$ cat src/rtl/wm8731_cfg_seq.sv
// wm8731_cfg_seq
//   Configuration sequencer that sits upstream of the i2cc I2C master. After
//   reset (when AUTO_START=1) or on a start pulse, it walks a fixed 11-entry
//   WM8731 register table. For each entry it presents the 24-bit word
//   {DEV_ADDR, reg[6:0], data[8:0]} to i2cc, issues a one-cycle write strobe,
//   and follows i2cc's idle flag until the transfer is finished. If i2cc does
//   not accept a strobe in time, the strobe is retried; when the retries run
//   out, the run is abandoned with a sticky error.
//
// Ports
//   clk        system clock
//   reset      asynchronous, active-low reset
//   start      one-cycle pulse that reruns the table (ignored unless idle)
//   i2c_idle   i2cc idle flag, 1 = free
//   i2c_din    word for i2cc, held stable from the strobe to the end of the transfer
//   i2c_wr     one-cycle write strobe to i2cc
//   busy       a table run is in progress
//   done       sticky, every entry has been sent; cleared by the next start
//   error      sticky, accept timeout after the retries; cleared by the next start
//   cfg_index  index of the current or last table entry
module wm8731_cfg_seq #(
  parameter logic [7:0] DEV_ADDR       = 8'h34,
  parameter int         STARTUP_CYCLES = 1000,
  parameter int         GAP_CYCLES     = 50,
  parameter int         ACCEPT_CYCLES  = 16,
  parameter int         MAX_RETRY      = 2,
  parameter bit         AUTO_START     = 1'b1
) (
  input  logic        clk,
  input  logic        reset,
  input  logic        start,
  input  logic        i2c_idle,
  output logic [23:0] i2c_din,
  output logic        i2c_wr,
  output logic        busy,
  output logic        done,
  output logic        error,
  output logic [3:0]  cfg_index
);

  localparam int CNT_W = 16;
  localparam int RTY_W = 4;

  localparam logic [2:0] S_RESET_WAIT = 3'd0;
  localparam logic [2:0] S_IDLE       = 3'd1;
  localparam logic [2:0] S_LOAD       = 3'd2;
  localparam logic [2:0] S_STROBE     = 3'd3;
  localparam logic [2:0] S_WAIT_ACC   = 3'd4;
  localparam logic [2:0] S_WAIT_DONE  = 3'd5;
  localparam logic [2:0] S_GAP        = 3'd6;

  localparam logic [3:0] LAST_INDEX = 4'd10;

  // Terminal counts. The startup count runs one cycle longer than the gap
  // count because the startup counter is already running in the cycle of
  // reset release, whereas the gap counter is loaded on the entering edge;
  // both then give a strobe latency of N+2 cycles from the triggering event.
  localparam logic [CNT_W-1:0] STARTUP_LAST = CNT_W'(STARTUP_CYCLES);
  localparam logic [CNT_W-1:0] GAP_LAST     = CNT_W'(GAP_CYCLES - 1);
  localparam logic [CNT_W-1:0] ACCEPT_LAST  = CNT_W'(ACCEPT_CYCLES - 1);
  localparam logic [RTY_W-1:0] RETRY_MAX    = RTY_W'(MAX_RETRY);

  logic [2:0]       state_q, state_d;
  logic [CNT_W-1:0] cnt_q, cnt_d;
  logic [RTY_W-1:0] retry_q, retry_d;
  logic [23:0]      din_q, din_d;
  logic [3:0]       index_q, index_d;
  logic             done_q, done_d;
  logic             error_q, error_d;

  // Register table: {reg[6:0], data[8:0]} for each entry.
  function automatic logic [15:0] table_entry(input logic [3:0] idx);
    case (idx)
      4'd0:    table_entry = {7'd15, 9'h000};
      4'd1:    table_entry = {7'd6,  9'h000};
      4'd2:    table_entry = {7'd0,  9'h017};
      4'd3:    table_entry = {7'd1,  9'h017};
      4'd4:    table_entry = {7'd2,  9'h079};
      4'd5:    table_entry = {7'd3,  9'h079};
      4'd6:    table_entry = {7'd4,  9'h012};
      4'd7:    table_entry = {7'd5,  9'h000};
      4'd8:    table_entry = {7'd7,  9'h002};
      4'd9:    table_entry = {7'd8,  9'h000};
      4'd10:   table_entry = {7'd9,  9'h001};
      default: table_entry = 16'h0000;
    endcase
  endfunction

  // Sequencer next-state logic. The output word is only reloaded in LOAD, so
  // it stays frozen through strobe, retries, the transfer and the gap.
  always_comb begin
    state_d = state_q;
    cnt_d   = cnt_q;
    retry_d = retry_q;
    din_d   = din_q;
    index_d = index_q;
    done_d  = done_q;
    error_d = error_q;
    case (state_q)
      S_RESET_WAIT: begin
        if (cnt_q == STARTUP_LAST) begin
          cnt_d   = '0;
          state_d = AUTO_START ? S_LOAD : S_IDLE;
        end else begin
          cnt_d = cnt_q + 1'b1;
        end
      end
      S_IDLE: begin
        if (start) begin
          done_d  = 1'b0;
          error_d = 1'b0;
          index_d = '0;
          retry_d = '0;
          state_d = S_LOAD;
        end
      end
      S_LOAD: begin
        din_d = {DEV_ADDR, table_entry(index_q)};
        if (i2c_idle) begin
          state_d = S_STROBE;
        end
      end
      S_STROBE: begin
        cnt_d   = '0;
        state_d = S_WAIT_ACC;
      end
      S_WAIT_ACC: begin
        // i2cc signals acceptance by dropping idle; otherwise retry or give up.
        if (!i2c_idle) begin
          state_d = S_WAIT_DONE;
        end else if (cnt_q == ACCEPT_LAST) begin
          cnt_d = '0;
          if (retry_q < RETRY_MAX) begin
            retry_d = retry_q + 1'b1;
            state_d = S_STROBE;
          end else begin
            error_d = 1'b1;
            state_d = S_IDLE;
          end
        end else begin
          cnt_d = cnt_q + 1'b1;
        end
      end
      S_WAIT_DONE: begin
        if (i2c_idle) begin
          cnt_d   = '0;
          state_d = S_GAP;
        end
      end
      S_GAP: begin
        if (cnt_q == GAP_LAST) begin
          cnt_d = '0;
          if (index_q == LAST_INDEX) begin
            done_d  = 1'b1;
            state_d = S_IDLE;
          end else begin
            index_d = index_q + 4'd1;
            retry_d = '0;
            state_d = S_LOAD;
          end
        end else begin
          cnt_d = cnt_q + 1'b1;
        end
      end
      default: state_d = S_IDLE;
    endcase
  end

  // State registers; reset aborts any transfer immediately.
  always_ff @(posedge clk or negedge reset) begin
    if (!reset) begin
      state_q <= S_RESET_WAIT;
      cnt_q   <= '0;
      retry_q <= '0;
      din_q   <= '0;
      index_q <= '0;
      done_q  <= 1'b0;
      error_q <= 1'b0;
    end else begin
      state_q <= state_d;
      cnt_q   <= cnt_d;
      retry_q <= retry_d;
      din_q   <= din_d;
      index_q <= index_d;
      done_q  <= done_d;
      error_q <= error_d;
    end
  end

  assign i2c_din   = din_q;
  assign i2c_wr    = (state_q == S_STROBE);
  assign busy      = (state_q != S_RESET_WAIT) && (state_q != S_IDLE);
  assign done      = done_q;
  assign error     = error_q;
  assign cfg_index = index_q;

endmodule

$ cat config.mk
export PLATFORM = sky130hd
export DESIGN_NAME = wm8731_cfg_seq
export DESIGN_NICKNAME = d
export VERILOG_FILES = /design/src/rtl/wm8731_cfg_seq.sv
export SDC_FILE = /design/constraint.sdc
export NUM_CORES = 1
export LEC_CHECK = 0
export ABC_CLOCK_PERIOD_IN_PS = 2750
export CORE_UTILIZATION = 54
export DETAILED_ROUTE_END_ITERATION = 8
export PLACE_DENSITY = 0.9
export SYNTH_ARGS = -nofsm -noshare
export SYNTH_HDL_FRONTEND = slang
export SYNTH_SLANG_ARGS = --single-unit
$ cat constraint.sdc
create_clock -name clk -period 2.75 [get_ports clk]
set_input_delay 0.55 -clock clk [delete_from_list [all_inputs] [get_ports clk]]
set_output_delay 0.55 -clock clk [all_outputs]
set_load 0.05 [all_outputs]
==> impl_results.md <==
* Post-Syn Instances at around 280
* Worst Path Arrival at 2000 ps
* Die Height at 69.72 um
* GP Congestion at roughly 0.86
* Hold buffers post-CTS at 0
* 1st-pass router iterations at 4
* Largest net degree at the start of global routing at 40
* Slew @ Worst Pin at 833.1 ps
* Initial antenna violation count at 0
* Seq cells post-synth at 39
* Clk pin slew, worst setup/hold paths at 70 ps
* Placed cell count at roughly 340
* Worst vdd ir at roughly 0.44 mV
* Worst setup EP type: output port
* Nets at 312
* HPWL Detailed at 3.522 mm
* Site Rows at 24
* Asr flop ratio synth at 100.0%
* Minimum clock period at between 2000 and 3000 ps
* 1st-iter DRT viols at 126
* Port Buf Inserts at 25
* Top Layer Used: met4
* Final WL at 4.903 mm
* Synth area leaders: dfrtp_1 39%, ha_1 6.1%, buf_4 4.2%
* Setup violators final at 0
* Routed via count at 2049
* Count leader, synth: dfrtp_1
* Routed len/inst at about 14 um
* CP max-delay cell: clkdlybuf4s50_1
* Die width at 69.72 um
* Mapped Avg Cell Area at 8.907 um^2
* Clock Latency Late Sink at 290 ps
* Htree depth at 2
* WL met3 at 230 um
* P per Cell Area at 1051 nW/um^2
* Layout overhead on the synthesized area at 12.23%
* Synth top area share at 39.41%
* Clk_skew at 2.295 ps
* Post-synth EDFFs at 0
* Initial Util at 56.48%
* PostCTS Resize Cnt at 0
* Ports at 36
* Yosys warnings at 0
* Pre-CTS setup slack at 376.5 ps
* Core area at 4384 um^2
* First-pass GRT wire length at 8.700 mm
* Fin Hold WS at around 360 ps
* Worst setup SP type: flip-flop
* Remaining DRCs at 0
* Vias in the first global route at between 1500 and 2000
* Final std cell area, no fill at 2779 um^2
* WL met2 at roughly 2.3 mm
* Post-route setup slack at 200.8 ps
* Mapped Area at 2476 um^2
* Non-Filler Instances at between 300 and 400
* Fin. max-slew vios at 0
* Overall global routing resource usage at 22.02%
* Root Driver: clkbuf_8
* Remaining Overflow, GRT at 0
* Crit-path cells: nor2_1 -> inv_1 -> clkdlybuf4s50_1
* Area leader, netlist: dfrtp_1
* # diodes at 0
* Unique masters post-synth at 50
* CP max stage delay at 800 ps
* Lkg Pwr at between 1 and 1.5 nW
* Layout cells sized above 1 at 7.744%
* Die area at 4860 um^2
* Clock Path Buffers at 2
* Worst Path Required at 2200 ps
* Setup TNS at 0 ps
* Tcrit/Tclk final at 92.70%
* RSZ-0062 raised after global routing: false
* Max FO, Critical Path at 17
* Synth cell count leaders: 39 x dfrtp_1, 27 x nor2_1, 25 x nand2_1
* Clock sink count at 39
* Peak Freq at 392.3 MHz
* Post-CTS Setup Bufs at 0
* CTS tree: done
* Synth Flop Type: dfrtp_1
* Max cap viols at 0
* Vias per Instance at between 5 and 6
* HP Class: in -> async
* Register area share after synthesis at 39.41%
* Wl on met1 at 2.310 mm
* Setup Crit Path Kind: reg -> out
* Slew margin rel. at 44.46%
* Placed Instance Area at roughly 2700 um^2
* CTS Buf Count at 5
* Final hold vios at 0
* Final ANT Viol Nets at 0
* Status: completed
[worst max-delay path: cells and delay by family, from the launching register on]
family                 cells  cell delay, ps
buffers and inverters      2             890
DFF                        1             660
and+or+nand+nor            1             160
[report_power, final]
| part | leakage, nW | total (mW) | switching (mW) | internal (mW) |
|---|---|---|---|---|
| Clock | 0.0477 | 0.374 | 0.201 | 0.173 |
| Combinational | 0.646 | 1.67 | 1.09 | 0.579 |
| Sequential | 0.513 | 0.876 | 0.163 | 0.714 |
| Total | 1.21 | 2.92 | 1.45 | 1.47 |
[worst paths after layout]
| path | from | end | slack [ps] | cells after the start |
|---|---|---|---|---|
| worst min register to register | i2c_din[4]$_DFFE_PN0N_ | i2c_din[4]$_DFFE_PN0N_ | 490 | 2 |
| min in group clk | i2c_din[4]$_DFFE_PN0N_ | i2c_din[4]$_DFFE_PN0N_ | 490 | 2 |
| worst max-delay path | state_q[2]$_DFFE_PN0P_ | busy | 200 | 3 |
| worst max register to register | cnt_q[11]$_DFFE_PN0P_ | cnt_q[3]$_DFFE_PN0P_ | 370 | 5 |
| max in group asynchronous | reset | cfg_index[3]$_DFFE_PN0P_ | 1870 | 1 |
| worst min-delay path | reset | cnt_q[0]$_DFFE_PN0P_ | 360 | 1 |
[layer usage]
layer,up-vias,track usage (%)
met4,0,6.889
met3,17,4.651
met1,963,31.46
met5,-,0
li1,999,-
met2,70,33.55
[layout make-up]
type | instances | area [um^2]
multi-input combinational | 210 | 1338
sequential | 39 | 975.9
clock inverter | 3 | 15.01
fill | 361 | 1605
tap | 52 | 65.06
clock buffer | 5 | 68.82
timing repair buffer | 29 | 275.3
inverter | 11 | 41.29
[placed cells by master (no fill, tap or decap), types with 2 or more instances in the layout]
cell type / netlist / final
mux2_2: 3 / 3
clkbuf_8: 0 / 5
inv_1: 11 / 11
nor2b_1: 4 / 4
a221o_1: 2 / 2
a21o_1: 2 / 2
nor2_1: 27 / 27
a31oi_1: 2 / 2
or4_1: 2 / 2
xnor2_1: 11 / 11
nand4_1: 3 / 3
or2_1: 2 / 2
a21oi_1: 10 / 10
o21ai_0: 17 / 17
nand2b_1: 7 / 7
buf_4: 14 / 4
ha_1: 12 / 12
nand2_1: 25 / 25
or4_4: 2 / 2
clkinv_2: 0 / 3
dfrtp_1: 39 / 39
a22o_1: 3 / 3
clkdlybuf4s50_1: 0 / 24
o22ai_1: 2 / 2
and3_1: 4 / 4
and4_1: 2 / 2
nand3_1: 8 / 8
o21a_1: 2 / 2
nor3_1: 10 / 10
or3_1: 3 / 3
a211oi_1: 2 / 2
conb_1: 1 / 10
nor4_1: 9 / 9
mux2i_1: 3 / 3
o31ai_1: 5 / 5
[state kept, by name, indices dropped and copies added (netlist names)]
register   flops
state_q        3
retry_q        4
error          1
i2c_din       10
cnt_q         16
done           1
cfg_index      4
[cells by family after synthesis]
logic type      Yosys count  synth area share, %
compound gates           53                14.25
buf+inv                  38                7.933
fa+ha+maj                12                6.064
flops                    39                39.41
xor+xnor                 12                4.245
mux                       6                2.577
simple gates            117                25.37
other cells               1               0.1514
[stage by stage]
| stage | total power [mW] | utilization, % |
|---|---|---|
| final | 2.921 | 63.38 |
| after global routing | 3.130 | 63.38 |
| after CTS | 2.920 | 63.38 |
| after detailed placement | 2.541 | 61.47 |
| after global placement | 2.488 | 61.47 |
| after floorplan | 2.114 | - |
No activity file was read; power rests on OpenSTA's default activity.
